<file path="src/rtl/register_file.sv">
// register_file: 2**ADDR_W x DATA_W general-purpose register file with one
// synchronous write port and two combinational read ports (R and S).
// Registers clear asynchronously while reset is low, and a write attempted
// in that window is discarded.
// Optional build macro: REGFILE_BYPASS_EN adds write-through forwarding.
// When it is defined, a read port whose address matches W_Adr during an
// enabled write presents W in the same cycle.
// Interface timing: the write port has no valid/ready handshake. we is a
// single-cycle qualifier that is sampled on each rising clk edge, and the
// read ports are always valid with zero latency.
module register_file #(
    parameter int DATA_W = 16,
    parameter int ADDR_W = 3
) (
    input  logic              clk,
    input  logic              reset,
    input  logic [DATA_W-1:0] W,
    input  logic [ADDR_W-1:0] W_Adr,
    input  logic              we,
    input  logic [ADDR_W-1:0] R_Adr,
    input  logic [ADDR_W-1:0] S_Adr,
    output logic [DATA_W-1:0] R,
    output logic [DATA_W-1:0] S
);

    localparam int NUM_REGS = 2 ** ADDR_W;

    logic [DATA_W-1:0]   regs [NUM_REGS];
    logic [NUM_REGS-1:0] wr_sel;

    // Full one-hot decode of the write address; every code selects exactly one register
    always_comb begin
        wr_sel = '0;
        for (int i = 0; i < NUM_REGS; i++) begin
            wr_sel[i] = we && (W_Adr == ADDR_W'(i));
        end
    end

    // Register storage: async clear dominates, otherwise load the selected register
    always_ff @(posedge clk or negedge reset) begin
        if (!reset) begin
            for (int i = 0; i < NUM_REGS; i++) begin
                regs[i] <= '0;
            end
        end else begin
            for (int i = 0; i < NUM_REGS; i++) begin
                if (wr_sel[i]) begin
                    regs[i] <= W;
                end
            end
        end
    end

`ifdef REGFILE_BYPASS_EN
    // Read ports with write-through forwarding of the in-flight write data
    always_comb begin
        R = regs[R_Adr];
        S = regs[S_Adr];
        if (we && reset && (R_Adr == W_Adr)) begin
            R = W;
        end
        if (we && reset && (S_Adr == W_Adr)) begin
            S = W;
        end
    end
`else
    // Read ports present stored contents only; a write becomes visible after its edge
    always_comb begin
        R = regs[R_Adr];
        S = regs[S_Adr];
    end
`endif

endmodule

</file>
<file path="config.mk">
export PLATFORM = sky130hd
export DESIGN_NAME = register_file
export DESIGN_NICKNAME = d
export VERILOG_FILES = /design/src/rtl/register_file.sv
export SDC_FILE = /design/constraint.sdc
export NUM_CORES = 1
export LEC_CHECK = 0
export CORE_MARGIN = 5
export CORE_UTILIZATION = 35
export CTS_BUF_LIST = sky130_fd_sc_hd__clkbuf_2 sky130_fd_sc_hd__clkbuf_4 sky130_fd_sc_hd__clkbuf_8
export DETAILED_ROUTE_END_ITERATION = 8
export DONT_BUFFER_PORTS = 1
export GPL_ROUTABILITY_DRIVEN = 0
export GPL_TIMING_DRIVEN = 0
export MAX_ROUTING_LAYER = met4
export SLEW_MARGIN = 20
export SYNTH_ARGS = -nofsm -noshare
export SYNTH_HDL_FRONTEND = slang
export SYNTH_SLANG_ARGS = --single-unit
</file>
<file path="constraint.sdc">
create_clock -name clk -period 4.06 [get_ports clk]
set_input_delay 0.609 -clock clk [delete_from_list [all_inputs] [get_ports clk]]
set_output_delay 0.609 -clock clk [all_outputs]
set_load 0.02 [all_outputs]
</file>
# ---- Word-level counts from Yosys, hierarchy flattened
# Cells that the tools add are included.
dict set report classes {
  magnitude_cmp 2
  n_reduce_logical 9
  n_mux 6
  eq_ne 7
  n_bitwise 2
}
# operator n
set op_table {}
lappend op_table {{$bmux 16 s3} 2}
lappend op_table {{$mux 16} 4}
lappend op_table {{$eq 3x3->1 const B} 4}
lappend op_table {{$ge 4x4->1 const B} 2}
lappend op_table {{$logic_and 1x1->1} 8}
lappend op_table {{$not 3->4} 2}
lappend op_table {{$eq 3x2->1 const B} 2}
lappend op_table {{$eq 3x1->1 const B} 1}
lappend op_table {{$logic_not 3->1} 1}
dict set report totals {
  word_cells 34
  inputBits 28
  out_inout_bits 32
  reg_bits 128
}

# ---- Depth between registers and ports, before layout
dict set report depth {
  word_depth 4
  ltp_mapped 5
}

# ---- Worst setup path after synthesis
# OpenSTA, ideal clock, no wires.
dict set report synth_timing {
  path_kind {input port to output port}
  startpoint {input R_Adr[0]}
  endpoint {output R[1]}
  slack_ps 1740
  t_required_ps 3451
  t_arrival_ps 1711
  stages 4
  path_buffers 2
  cell_sequence {buf_6 > buf_6 > mux4_1 > mux2_2}
}
dict set report synth_via {
  elab_chain_cells 4
}
# element line_no
set synth_lines {}
lappend synth_lines {{start, declared} 20} ;# input logic [ADDR_W-1:0] R_Adr,
lappend synth_lines {{$not 3->4 (not written as such)} 69} ;# R = regs[R_Adr];
lappend synth_lines {{$bmux 16 s3} 69}
lappend synth_lines {{$mux 16 (not written as such) (2 in series)} 69}
lappend synth_lines {{end, declared} 22} ;# output logic [DATA_W-1:0] R,
# Every way passes these cells. The select of a mux whose other input is x is not followed.

# ---- Worst setup path after layout
dict set report layout_timing {
  startpoint {input R_Adr[1]}
  endpoint {output R[11]}
}
# Same word-level chain as after synthesis.

==> results.yml <==
critical_path:
  reg2reg_depth: 1
  crit_family: "buffers and inverters"
  cpMaxStageDelayCell: "buf_1"
  crit_arrival_ns: 2.07
  setup.worst_path.end_class: "output pin"
  worstPathRequired_ns: 3.45
  worstSetupPathType: "in -> out"
  r2r-start: "regs[87]$_DFFE_PN0P_"
  cp_cell_sequence: "clkbuf_2 -> buf_1 -> mux2_2"
  slowest_delay_ns: 0.71
  crit_fanout: 10
  path_buf_inv: 2
  r2r-end: "regs[87]$_DFFE_PN0P_"
  regToRegSetupSlack_ns: 3.27
  startpoint_type: "input pin"
yosys:
  async_reset_ff_frac: 1.000
  ys_ff_latch: 128
  ys_warn_count: 0
  synth-main-ff-cell: "dfrtp_1"
  yosysUniqueCellTypes: 15
  synth_top_cell_by_area: "dfrtp_1"
  yosysSeqAreaShare: 0.4576
  syn_inst: 393
  post-synth-top-count-cell: "mux2_2"
  syn-cell-area_um2: 7000
  syn_avg_cell_area_um2: 17.81
  syn_nets: 421
  synthTopCellsByArea: "dfrtp_1 (46%), mux2_2 (26%), mux4_1 (21%), mux4_2 (2.6%), buf_6 (1.6%)"
  netlist.area_leader.share: 0.4576
  synthTopCellsByCount: "mux2_2 (160), dfrtp_1 (128), mux4_1 (56), buf_6 (10)"
  synth_edf_count: 0
timing:
  clock.fmax_ghz: 0.3738
  worst_slew_pin_slew_ns: 0.8857
  hold_violations: 0
  timing.hold.ws_ns: 0.1129
  timing.slew.headroom: 0.4096
  skew_ns: 0
  drv_slew: 0
  fin_crit_sh: 0.6588
  timing.setup.tns_ns: 0
  setup_viol: 0
  rsz0062_at_grt: "false"
  post-route-min-period_ns: 2.675
flow_run:
  timing.max_cap.violations: 0
floorplanning:
  die_w_um: 151.4
  rows: 51
  io_pins: 60
  core_um2: 19590
  die_area_um2: 22930
  start_util: 0.3573
  die-height_um: 151.4
cts:
  clock_sinks: 128
  cts_max_level: 4
  cts_setup_buffers: 0
  cts_buffers: 17
  root_buffer: "clkbuf_8"
  cts_max_path_buffers: 2
  cts_tree: "built"
  clk_latency_ns: 0.44
  clk_pin_slew_ns: 0.08
cells_and_area:
  syn_to_final_growth_pct: 10.63
  drive_gt1_frac: 0.5446
  num_antenna_cells: 0
  regMostFlops: "regs"
  largest_register_ffs: 128
  largest_registers: "regs (128)"
  final_core_util: 0.3954
  fin_nets: 441
  design_area_um2: 7745
global_routing:
  grt_pass1_wl_um: 25800
  grt_max_degree: 129
  grt_overflow: 0
  grt_use_total: 0.1603
  grt_pass1_vias: 4239
  antenna_found_initial: 0
power:
  ir_worst_vdd_mv: 0.2424
  powerDensity_nw_per_um2: 487.0
  p_total_uw: 3772
  leakagePower_uw: 0.003260
detailed_routing:
  ant_nets: 0
  vias: 3800
  dr.pass1.iters: 4
  dr.first_iter.drc_count: 249
  post_drt_wl_per_cell_um: 24.72
  drt-total-wl_um: 17080
  vias_per_cell: 5.499
  drc_errors: 0
place:
  dp_hpwl_um: 11130
  io_buffer_count: 0
  placed_cell_area_um2: 7332
run_status:
  status: "completed"
worst_hold_path:
  hold_path.class: "in -> async"
==> cells by family after synthesis <==
kind of cell           synth area share
muxes                            0.4933
DFF                              0.4576
buffers and inverters           0.03289
and+or+nand+nor                 0.01626
==> power breakdown <==
group / internal, µW / switching, µW
clock: 575 / 508
combinational: 548 / 403
sequential: 1560 / 179
total: 2680 / 1090
==> per-layer routing <==
layer | part of all wire | track usage
met2 | 0.49 | 0.2529
met3 | 0.048 | 0.04309
met5 | 0 | -
met1 | 0.44 | 0.2061
met4 | 0.016 | 0.04216
==> cells in the final DEF (no fill, tap or decap) <==
master	Yosys	layout
mux2_2	160	160
dfrtp_1	128	128
mux4_1	56	56
clkbuf_8	0	18
buf_6	10	10
mux4_2	8	8
buf_2	8	8
buf_1	5	5
buf_4	5	5
clkinv_2	0	5
clkinvlp_4	0	4
clkbuf_1	3	3
nand4b_2	3	3
clkbuf_4	0	3
clkbuf_2	2	2
nor4bb_1	2	2
bufinv_16	0	2
and4bb_2	1	1
nand4_2	1	1
nor4b_4	1	1
buf_16	0	1
==> worst max-delay path by stage <==
stage	cells after the start	startpoint	slack [ns]	endpoint
after floorplan	4	R_Adr[0]	1.74	R[1]
final	3	R_Adr[1]	1.39	R[11]
after CTS	3	R_Adr[1]	1.38	R[11]
after detailed placement	3	R_Adr[1]	1.39	R[11]
after global routing	3	R_Adr[1]	1.37	R[11]
after global placement	3	R_Adr[1]	1.38	R[11]
==> metrics by stage <==
| stage | cells | setup WS, ns |
|---|---|---|
| after CTS | 691 | 1.383 |
| after detailed placement | 658 | 1.392 |
| after floorplan | 393 | 1.740 |
| after global placement | 658 | 1.381 |
| after global routing | 691 | 1.371 |
| final | 691 | 1.385 |
==> what timing repair did <==
| action | CTS | global route |
|---|---|---|
| hold buffers | 1 | 0 |
| endpoints found under the hold margin | 128 | 0 |
| resized for setup | 0 | 0 |
==> layout make-up <==
cell class / count / area (µm²)
clock inverter: 11 / 115.1
clock buffer: 21 / 270.3
multi-input combinational: 232 / 3567
sequential: 128 / 3203
tap: 265 / 331.6
timing repair buffer: 1 / 27.53
buffer: 33 / 230.2
fill: 1826 / 11850
No activity file was read; power rests on OpenSTA's default activity.
